===== config.mk =====
export PLATFORM = sky130hd
export DESIGN_NAME = gates_selftest_ctrl
export DESIGN_NICKNAME = d
export VERILOG_FILES = /design/src/rtl/gates_selftest_ctrl.sv
export SDC_FILE = /design/constraint.sdc
export NUM_CORES = 1
export LEC_CHECK = 0
export ABC_AREA = 1
export CORE_ASPECT_RATIO = 1.1
export CORE_MARGIN = 2
export CORE_UTILIZATION = 45
export DETAILED_ROUTE_END_ITERATION = 12
export PLACE_DENSITY = 0.71
export SETUP_SLACK_MARGIN = 0.4
export SYNTH_ARGS = -nofsm -noshare
export SYNTH_HDL_FRONTEND = slang
export SYNTH_SLANG_ARGS = --single-unit

===== constraint.sdc =====
create_clock -name clk -period 4.3 [get_ports clk]
set_input_delay 0.645 -clock clk [delete_from_list [all_inputs] [get_ports clk]]
set_output_delay 0.645 -clock clk [all_outputs]
set_load 0.02 [all_outputs]

===== src/rtl/gates_selftest_ctrl.sv =====
// gates_selftest_ctrl
//   Self-test sequencer for the two-input gates block. It applies the four
//   a/b combinations in order 00,10,01,11 (a,b), holding each one for DWELL
//   cycles. It samples the six gate results at the end of each dwell and
//   accumulates mismatch statistics.
//
// Ports
//   clk, rst_n        clock (rising edge) and async active-low reset
//   start             run request, honoured only in IDLE
//   a, b              stimulus driven into the gates block
//   andout..xnorout   gate results under test
//   busy              high while vectors are applied (4*DWELL cycles)
//   done              one-cycle pulse when a run completes
//   pass              last run had no mismatches; held until next start
//   err_cnt           saturating count of mismatching result bits
//   err_vec           bit i set if vector i had any mismatch

// One checker lane per gate output: flags a result bit that differs from
// the truth-table value.
module gates_selftest_lane (
    input  logic obs,
    input  logic exp,
    output logic miss
);
    assign miss = obs ^ exp;
endmodule

module gates_selftest_ctrl #(
    parameter int DWELL = 4,
    parameter int CNT_W = 8
) (
    input  logic             clk,
    input  logic             rst_n,
    input  logic             start,
    output logic             a,
    output logic             b,
    input  logic             andout,
    input  logic             orout,
    input  logic             xorout,
    input  logic             nandout,
    input  logic             norout,
    input  logic             xnorout,
    output logic             busy,
    output logic             done,
    output logic             pass,
    output logic [CNT_W-1:0] err_cnt,
    output logic [3:0]       err_vec
);
    // DWELL=0 is meaningless; run it as a single-cycle dwell.
    localparam int DW = (DWELL < 1) ? 1 : DWELL;
    localparam int CW = (DW > 1) ? $clog2(DW) : 1;
    localparam int NUM_LANES = 6;
    localparam logic [CW-1:0] CNT_LAST = CW'(DW - 1);

    typedef enum logic [1:0] {S_IDLE, S_RUN, S_DONE} state_t;

    state_t state, state_nxt;
    logic [CW-1:0] cnt;
    logic [1:0]    idx;

    logic [NUM_LANES-1:0] obs, exp, miss;
    logic [2:0]           mism;
    logic [CNT_W+2:0]     sum;
    logic [CNT_W-1:0]     err_nxt;
    logic                 accept, sample, finish;

    // Lane order: and, or, xor, nand, nor, xnor (bit 0 upward).
    assign obs = {xnorout, norout, nandout, xorout, orout, andout};
    assign exp = {~(a ^ b), ~(a | b), ~(a & b), a ^ b, a | b, a & b};

    for (genvar l = 0; l < NUM_LANES; l++) begin : g_lane
        gates_selftest_lane u_lane (
            .obs  (obs[l]),
            .exp  (exp[l]),
            .miss (miss[l])
        );
    end

    always_comb begin
        mism = '0;
        for (int i = 0; i < NUM_LANES; i++)
            mism = mism + {2'b00, miss[i]};
    end

    // Three guard bits absorb up to +6 so the clamp test cannot wrap.
    always_comb begin
        sum     = {3'b000, err_cnt} + (CNT_W+3)'(mism);
        err_nxt = (|sum[CNT_W+2:CNT_W]) ? {CNT_W{1'b1}} : sum[CNT_W-1:0];
    end

    // State register
    always_ff @(posedge clk or negedge rst_n) begin
        if (!rst_n) state <= S_IDLE;
        else        state <= state_nxt;
    end

    // Next-state logic
    always_comb begin
        state_nxt = state;
        case (state)
            S_IDLE:  if (start) state_nxt = S_RUN;
            S_RUN:   if (cnt == CNT_LAST && idx == 2'd3) state_nxt = S_DONE;
            S_DONE:  state_nxt = S_IDLE;
            default: state_nxt = S_IDLE;
        endcase
    end

    // Control strobes decoded from state
    always_comb begin
        accept = (state == S_IDLE) && start;
        sample = (state == S_RUN) && (cnt == CNT_LAST);
        finish = sample && (idx == 2'd3);
    end

    // Stimulus and result registers
    always_ff @(posedge clk or negedge rst_n) begin
        if (!rst_n) begin
            a       <= 1'b0;
            b       <= 1'b0;
            busy    <= 1'b0;
            done    <= 1'b0;
            pass    <= 1'b0;
            err_cnt <= '0;
            err_vec <= '0;
            idx     <= '0;
            cnt     <= '0;
        end else begin
            done <= 1'b0;
            if (accept) begin
                busy    <= 1'b1;
                {b, a}  <= 2'b00;
                idx     <= '0;
                cnt     <= '0;
                err_cnt <= '0;
                err_vec <= '0;
                pass    <= 1'b0;
            end else if (state == S_RUN) begin
                if (!sample) begin
                    cnt <= cnt + CW'(1);
                end else begin
                    cnt          <= '0;
                    err_cnt      <= err_nxt;
                    err_vec[idx] <= (mism != 3'd0);
                    if (!finish) begin
                        idx    <= idx + 2'd1;
                        {b, a} <= idx + 2'd1;
                    end else begin
                        // Fold in the vector being sampled on this edge.
                        busy   <= 1'b0;
                        done   <= 1'b1;
                        pass   <= (err_vec == 4'b0000) && (mism == 3'd0);
                        {b, a} <= 2'b00;
                        idx    <= '0;
                    end
                end
            end
        end
    end
endmodule


==> impl_metrics.csv <==
group,metric,value,unit
detailed_routing,route.vias.total,1184,
cts,clockBufferDepth,2,
finish,layout-drive-gt1-share,19.90,%
status,status,"complete, no violations",
global_route,grt-ovfl-total,0,
detailed_routing,ant_nets,0,
cts,cts_tree,"done",
floorplan,core_area,0.002969,sq mm
synthesis,yosysTopAreaCellShare,38.36,%
timing,max_freq,268.5,MHz
finish,syn_to_final_growth,26.67,%
detailed_routing,drt_drc_violations_left,0,
synthesis,yosys.area.top_type,"dfrtp_1",
floorplan,die_area,0.003502,sq mm
setup_path,required,4.54,ns
cts,cts.sinks,21,
timing,layout_worst_path_cycle_share,86.61,%
global_route,grtUsageTotal,18.21,%
synthesis,synth_nets,182,
setup_path,arrival,3.96,ns
finish,num-fill-cells,272,
synthesis,synthTopCellsByArea,"dfrtp_1 (38%), nand2_1 (12%), ha_1 (8.2%), fa_1 (5.8%), inv_1 (5.2%)",
cts,root_buffer,"clkbuf_4",
timing,slew_headroom,36.04,%
timing,setup_viol,0,
placement,gp_congestion,0.8029,
timing,finalSetupTns,0,ns
global_route,grt_pass1_vias,1159,
detailed_routing,drt_wl_total,3.042,mm
floorplan,start_util,46.14,%
synthesis,synth_cells,160,
setup_path,cp-end-kind,"flop",
synthesis,ys_warn_count,0,
cts,path_clk_slew,0.12,ns
worst_hold_path,hp-class,"reg -> reg",
cts,cts_hold_buffers,0,
finish,final_common_cell,"nand2_1",
global_route,antenna_found_initial,0,
placement,place_hpwl,2.352,mm
cts,clkLatencyLatePin,0.31,ns
timing,worst_slew_pin_slew,0.9564,ns
timing,finClkSkew,0.007966,ns
finish,nNetsFinal,214,
detailed_routing,drt-initial-drc-count,46,
timing,rsz0062_at_grt,"no",
floorplan,dieWidth,56.61,microns
cts,htree_levels,1,
synthesis,syn_area,0.001370,sq mm
detailed_routing,dr.pass1.iters,4,
floorplan,num_rows,21,
setup_path,critical_path_class,"in -> reg",
detailed_routing,avgRoutedWirePerCell,13.52,microns
timing,drv_slew,0,
finish,final_cell_mix,"nand2_1 (42), clkdlybuf4s50_1 (24), dfrtp_1 (21), inv_1 (15), nand3_1 (13)",
cts,numCtsBuffers,3,
placement,numPortBuffers,25,
synthesis,ys_seq_elements,21,
timing,finalHoldViolations,0,
timing,layout_min_cycle_time,3.724,ns
global_route,grt_start_max_net_pins,22,
synthesis,yosysSeqAreaShare,38.36,%
run,maxCapViolations,0,
setup_path,crit_fanout,5,
synthesis,syn_area_per_cell,8.563,sq um
finish,antenna_cells,0,
global_route,grt_pass1_wl,4.940,mm
floorplan,io_pins,26,
synthesis,synth_cell_types,25,
detailed_routing,vias_per_cell,5.262,
floorplan,fp.dieH,61.87,microns
setup_path,start_kind,"input pin",
==> cell families after synthesis <==
logic type | share of synthesized area, %
simple gates | 27.76
buf+inv | 7.489
flops | 38.36
compound gates | 7.854
fa+ha+maj | 14.06
xor+xnor | 4.475
==> flip-flops by register name, summed over array words and instances, names as in the netlist <==
name     count
b            1
busy         1
cnt          2
done         1
err_cnt      8
err_vec      4
idx          1
pass         1
state        2
==> stage by stage <==
| step | setup slack (ns) | cells | util [%] | hold slack (ns) | cell area, sq um |
|---|---|---|---|---|---|
| final | 0.5758 | 225 | 58.45 | 0.5036 | 1735 |
| after global placement | 0.1879 | 219 | 55.58 | 0.4626 | 1650 |
| after detailed placement | 0.06620 | 219 | 55.58 | 0.4779 | 1650 |
| after global routing | 0.4019 | 225 | 58.45 | 0.5591 | 1735 |
| after CTS | 0.4180 | 223 | 56.76 | 0.5105 | 1685 |
| after floorplan | 0.4668 | 160 | - | 0.3494 | 1370 |
==> per-layer routing <==
metal | track usage, % | vias up | part of all wire (%)
met5 | 0 | - | 0
li1 | - | 568 | -
met2 | 33.55 | 27 | 54
met4 | 8.844 | 0 | 2.1
met3 | 3.313 | 10 | 2.9
met1 | 20.78 | 579 | 41
==> cell usage after synthesis <==
cell	n
a21oi_1	2
a21oi_2	4
buf_12	1
dfrtp_1	21
fa_1	4
ha_1	9
inv_1	19
inv_2	3
nand2_1	44
nand2_2	3
nand2_4	2
nand3_1	14
nand3_2	1
nand3b_1	1
nor2_1	8
nor2_2	1
nor2_4	2
nor3_1	1
nor3_4	1
nor4_1	1
o21ai_0	6
o21ai_1	3
o21ai_2	2
xnor2_1	3
xor2_1	4
==> worst paths after layout <==
check,endpoint,depth (start not counted),slack (ns),start
worst max-delay path,err_cnt[1]$_DFFE_PN0P_,16,0.58,orout
worst min-delay path,busy$_DFFE_PN0P_,2,0.50,busy$_DFFE_PN0P_
worst max register to register,err_cnt[1]$_DFFE_PN0P_,17,0.62,b$_DFFE_PN0P_
worst min register to register,busy$_DFFE_PN0P_,2,0.50,busy$_DFFE_PN0P_
max in group asynchronous,b$_DFFE_PN0P_,1,2.86,rst_n
min in group asynchronous,err_cnt[6]$_DFFE_PN0P_,1,0.85,rst_n
==> what timing repair did <==
action | in CTS | in global routing
setup buffers | 0 | 2
pin swaps | 0 | 4
gates resized for setup | 3 | 12
hold endpoints to repair | 0 | 0
setup endpoints to repair | 6 | 8
==> critical path, cell delays in order <==
cell	delay (ns)
clkdlybuf4s50_1	0.41
xor2_1	0.16
fa_1	0.51
inv_1	0.06
fa_1	0.51
ha_2	0.18
inv_2	0.04
fa_1	0.48
fa_2	0.35
inv_2	0.07
nand2_2	0.07
a21oi_2	0.18
nand2_2	0.11
nand2_1	0.07
nand2_1	0.06
o21ai_2	0.06
==> area by class of cell <==
cell class / instances / area (sq um) / area share (%)
Tap cell: 34 / 42.54 / 2.451
Timing Repair Buffer: 28 / 275.3 / 15.86
Multi-Input combinational cell: 116 / 783.3 / 45.13
Sequential cell: 21 / 525.5 / 30.28
Clock buffer: 4 / 26.28 / 1.514
Inverter: 22 / 82.58 / 4.758
Power is left out: the tool's default activity adds up to more than one toggle a clock period on the data nets, which glitch-free logic cannot reach.
